**config.mk**
```make
export PLATFORM = sky130hd
export DESIGN_NAME = rf_wb_arbiter
export DESIGN_NICKNAME = d
export VERILOG_FILES = /design/src/rtl/rf_wb_arbiter.sv
export SDC_FILE = /design/constraint.sdc
export NUM_CORES = 1
export LEC_CHECK = 0
export ABC_CLOCK_PERIOD_IN_PS = 1850
export CAP_MARGIN = 20
export CORE_MARGIN = 2
export CORE_UTILIZATION = 25
export DETAILED_ROUTE_END_ITERATION = 10
export GPL_TIMING_DRIVEN = 0
export PLACE_DENSITY = 0.63
export REMOVE_ABC_BUFFERS = 1
export SLEW_MARGIN = 20
export SYNTH_ARGS = -nofsm -noshare
export SYNTH_HDL_FRONTEND = slang
export SYNTH_SLANG_ARGS = --single-unit
```
**constraint.sdc**
```tcl
create_clock -name clk -period 1.85 [get_ports clk]
set_input_delay 0.2775 -clock clk [delete_from_list [all_inputs] [get_ports clk]]
set_output_delay 0.2775 -clock clk [all_outputs]
set_load 0.01 [all_outputs]
```
**src/rtl/rf_wb_arbiter.sv**
```systemverilog
// Writeback arbiter: round-robin between ALU and LSU onto the register-file write port,
// plus a pending-write scoreboard that stalls decode on busy source registers.
module rf_wb_arbiter (
    input  logic        clk,
    input  logic        srst,
    input  logic        alu_valid,
    input  logic [4:0]  alu_rd,
    input  logic [31:0] alu_data,
    output logic        alu_ready,
    input  logic        lsu_valid,
    input  logic [4:0]  lsu_rd,
    input  logic [31:0] lsu_data,
    output logic        lsu_ready,
    input  logic        iss_valid,
    input  logic [4:0]  iss_rd,
    input  logic [4:0]  rs1,
    input  logic [4:0]  rs2,
    output logic        stall,
    output logic [31:0] busy,
    output logic        WE3,
    output logic [4:0]  A3,
    output logic [31:0] WD3
);
    localparam logic LG_ALU = 1'b0;
    localparam logic LG_LSU = 1'b1;

    logic        r_last_grant;
    logic [31:0] r_busy;
    logic        r_we3;
    logic [4:0]  r_a3;
    logic [31:0] r_wd3;

    logic        w_grant_alu;
    logic        w_grant_lsu;
    logic        w_grant;
    logic [4:0]  w_rd;
    logic [31:0] w_data;
    logic [31:0] w_busy_next;

    always_comb begin
        w_grant_alu = 1'b0;
        w_grant_lsu = 1'b0;
        if (!srst) begin
            if (alu_valid && lsu_valid) begin
                w_grant_alu = (r_last_grant == LG_LSU);
                w_grant_lsu = (r_last_grant == LG_ALU);
            end else begin
                w_grant_alu = alu_valid;
                w_grant_lsu = lsu_valid;
            end
        end
    end

    assign w_grant = w_grant_alu | w_grant_lsu;
    assign w_rd    = w_grant_lsu ? lsu_rd   : alu_rd;
    assign w_data  = w_grant_lsu ? lsu_data : alu_data;

    // Set after clear so a same-edge issue to the register being written back stays pending.
    always_comb begin
        w_busy_next = r_busy;
        if (w_grant && (w_rd != 5'd0)) w_busy_next[w_rd] = 1'b0;
        if (iss_valid && (iss_rd != 5'd0)) w_busy_next[iss_rd] = 1'b1;
        w_busy_next[0] = 1'b0;
    end

    always_ff @(posedge clk) begin
        if (srst) begin
            r_last_grant <= LG_LSU;
            r_busy       <= 32'd0;
            r_we3        <= 1'b0;
            r_a3         <= 5'd0;
            r_wd3        <= 32'd0;
        end else begin
            r_busy <= w_busy_next;
            r_we3  <= w_grant && (w_rd != 5'd0);
            if (w_grant) begin
                r_last_grant <= w_grant_lsu ? LG_LSU : LG_ALU;
                r_a3         <= w_rd;
                r_wd3        <= w_data;
            end
        end
    end

    assign alu_ready = w_grant_alu;
    assign lsu_ready = w_grant_lsu;
    assign busy      = r_busy;
    assign stall     = r_busy[rs1] | r_busy[rs2];
    assign WE3       = r_we3;
    assign A3        = r_a3;
    assign WD3       = r_wd3;
endmodule

```
# Word-level counts from Yosys, hierarchy flattened
# Index checks and enable logic that the tools add are counted.
# Widths: inputs -> output; s select.
# classes
n_bitwise,6
magnitude_cmp,6
n_mux,17
n_reduce_logical,7
# ops
cell,n
$mux 32,3
$and 32x32->32,1
$not 32->32,1
$or 32x32->32,1
$lt 5x6->1 const B,4
$bmux 1 s5,2
$demux 1 s5,2
$ge 5x1->1 const B,2
$reduce_bool 5->1,2
$mux 1,9
$logic_and 1x1->1,5
$mux 5,1
$or 1x1->1,2
$not 1->1,1
# totals
regBits,71
in_bits,94

# Depth between registers and ports, before layout
# depth
word_depth,13
mapped_depth,7
depth_no_buf,6

# Worst setup path before layout
# Ideal clock, no wire load.
# synth_path
kind,input port to output port
startpoint,input rs2[2]
endpoint,output stall
slack_ns,0.024
path_stages,5
n_path_buf,1
t_arrival_ns,1.548
t_required_ns,1.572
cell_sequence,buf_2 -> mux4_2 -> mux2_2 -> a31oi_1 -> o2111ai_1
# synth_via
elab_chain_cells,3
# synth_lines
element,line_no,rtl
start: declaration,17,"input logic [4:0] rs2,"
$bmux 1 s5,87,assign stall = r_busy[rs1] | r_busy[rs2];
$mux 1 (not written as such),87,
$or 1x1->1,87,
end: declaration,18,"output logic stall,"
# No other way between the ends. The select of a mux whose other input is x is not followed.

# Worst setup path after layout
# layout_path
startpoint,input rs2[1]
endpoint,output stall
# The elaborated chain is that of the path after synthesis.

==> results.toml <==
[synthesis]
synth_cells = 447
synth_edf_count = 0
synth-seq-cells = 70
async_reset_ff_share_pct = 0
synth.avg_cell_area_sq_um = 8.613
ys.flop_type = "dfxtp_1"
synth.most_common_cell = "nand2_1"
netlist.area_leader.share_pct = 36.40
yosys_warnings = 0
syn_area_sq_um = 3850
seq_area_frac_synth_pct = 36.40
ys_types = 59
synth_commonest_cells = "nand2_1, dfxtp_1, nor2_1"
synthTopCellsByArea = "dfxtp_1, mux4_2, a311oi_1, nand2_1, nor2_1"
yosysTopAreaCell = "dfxtp_1"

[placement]
post_dp_cell_area_sq_um = 5575
place_inst = 765
gp_congestion = 0.8751
dp_hpwl_um = 10050
port-buffer-count = 165

[cts]
clock_latency_ns = 0.33
clk_pin_slew_ns = 0.05
cts_buffer_depth = 2
cts_tree = "yes"
cts_root_buffer = "clkbuf_16"
cts_made_buffers = 9
htree_levels = 3
clock-sinks = 70

[status]
status = "complete, but fails checks"
violations = "setup timing"

[grt]
grt_pass1_wl_um = 22490
grtUsageTotal_pct = 17.88
grt_pass1_vias = 4200
gr-total-overflow = 0
antenna_found_initial = 0
grt_max_degree = 37

[worst_setup_path]
crit_path_end_kind = "output pin"
critical_path_required_ns = 1.57
worst_ep_arrival_time_ns = 1.86
cp_max_fo = 7
critPathKind = "in -> out"
start_kind = "input pin"

[drt]
drt-pass1-iter-count = 4
vias_per_cell = 5.267
wirelength_um = 15020
drc = 0
drt_iter0_markers = 245
detail-route-antenna-nets = 0
via_count = 4235
wl_per_cell_um = 18.69

[power_and_ir_drop]
comb_power_share_pct = 21.5
ir_drop_v = 0.0003772
intPower_uw = 3178
power_frac_seq_pct = 37.7
pwr-share-clk_pct = 40.9
p_sw_share_pct = 26.73
p_sw_uw = 1159
power_density_nw_per_um2 = 697.5
p_leak_uw = 0.002259

[final_layout]
fillers = 1483
final_cells = 804
drive_gt1_share_pct = 17.53
antennaDiodeCount = 0
synthToLayoutAreaGrowth_pct = 61.52
final_area_sq_um = 6218
nNetsFinal = 705

[floorplanning]
core_area_sq_um = 15150
io-pin-count = 167
die-width_um = 128.1
die_h_um = 128.1
die_area_sq_um = 16410
start_util_pct = 25.42
fp-row-count = 45

[worst_hold_path]
min_path_type = "in -> reg"

[sta]
setup_violations = 1
drv_slew = 0
tightestPinTransition_ns = 0.7909
skew_ns = 0.003738
period_needed_ns = 2.140
timing.fmax_mhz = 467.3
hold_viol_final = 0
finalCritPeriodShare_pct = 115.7
fin_ws_ns = -0.2900
slew_headroom_pct = 47.27
rsz0062_at_grt = "yes"

[job]
cap_viol_max_count = 0
## logic make-up after synthesis
logic type	synth area share, %
buffers and inverters	6.305
and+or+nand+nor	24.15
muxes	9.815
AOI/OAI and AO/OA	23.24
other	0.09740
DFF	36.40
## state kept, by name, summed over array words and instances (netlist names)
name,cells
WD3,32
busy,31
WE3,1
r_last_grant,1
A3,5
## repair_timing
action / 4_1_cts / 5_1_grt
resized for setup: 52 / 28
hold buffers: 0 / 0
setup endpoints to repair: 71 / 27
gates cloned: 3 / 1
setup buffers: 11 / 8
pin swaps: 8 / 4
## worst paths after layout
check	from	endpoint	slack, ns	cells after the start
max reg2reg	r_last_grant$_SDFFE_PP1P_	busy[8]$_SDFF_PP0_	0.03	8
min reg2reg	A3[0]$_SDFFE_PP0P_	A3[0]$_SDFFE_PP0P_	0.45	2
min	lsu_valid	r_last_grant$_SDFFE_PP1P_	0.35	3
max	rs2[1]	stall	-0.29	7
## per-layer routing
| layer | part of all wire [%] | GRT usage, % |
|---|---|---|
| met1 | 40 | 19.96 |
| met2 | 49 | 31.71 |
| met3 | 9.0 | 6.344 |
| met4 | 1.3 | 5.818 |
| met5 | 0 | 0 |
## cell type report
| class | instances | area, sq um | share of cell area, % |
|---|---|---|---|
| Clock buffer | 13 | 260.3 | 4.185 |
| Clock inverter | 3 | 42.54 | 0.6841 |
| Inverter | 15 | 76.32 | 1.227 |
| Multi-Input combinational cell | 329 | 2371 | 38.13 |
| Sequential cell | 70 | 1413 | 22.72 |
| Tap cell | 188 | 235.2 | 3.783 |
| Timing Repair Buffer | 185 | 1815 | 29.20 |
| Timing Repair inverter | 1 | 5.005 | 0.08048 |
## cells in the final DEF, fill, tap and decap left out, types with 4 or more instances in the layout
cell type        count
nor2b_1              5
or2_2                5
and2_1               4
nor3_1               5
nand3_1              9
nor3b_1              4
nand2_1             79
o21ai_1              7
dfxtp_2              9
buf_4               16
a311oi_1            35
inv_1               13
dfxtp_1             61
o21ai_0             18
o311ai_1             8
dlygate4sd2_1        4
clkbuf_16            9
o32ai_1              7
nor2_1              52
o211ai_1             5
a21oi_1             10
clkdlybuf4s50_1    151
mux4_2              14
## critical path, cell delays in order
cell and delay, ns:
clkdlybuf4s15_1 0.38, mux4_2 0.55, mux2i_1 0.16, nor3b_1 0.08
a31oi_2 0.14, o2111ai_1 0.12, buf_2 0.16
## power groups by stage
stage / combinational (uW) / clock (uW) / sequential [uW]
after global placement: 826 / 0 / 1660
final: 930 / 1770 / 1630
after floorplan: 294 / 0 / 1690
after detailed placement: 842 / 0 / 1670
after global routing: 993 / 1890 / 1640
after CTS: 890 / 1820 / 1630
## per-stage QoR
stage | hold WS [ns] | TNS [ns] | utilization, % | total power (uW) | setup slack (ns)
floorplan | 0.3466 | -17.50 | - | 1989 | -0.6853
global placement | 0.4383 | -169.56 | 36.65 | 2489 | -2.840
detailed placement | 0.4450 | -80.33 | 36.81 | 2508 | -1.700
CTS | 0.3274 | -0.3170 | 39.95 | 4340 | -0.3170
global route | 0.3610 | -0.4099 | 41.06 | 4532 | -0.3625
finish | 0.3525 | -0.2900 | 41.06 | 4337 | -0.2900
Note: power is estimated with default switching activity, not from simulation.
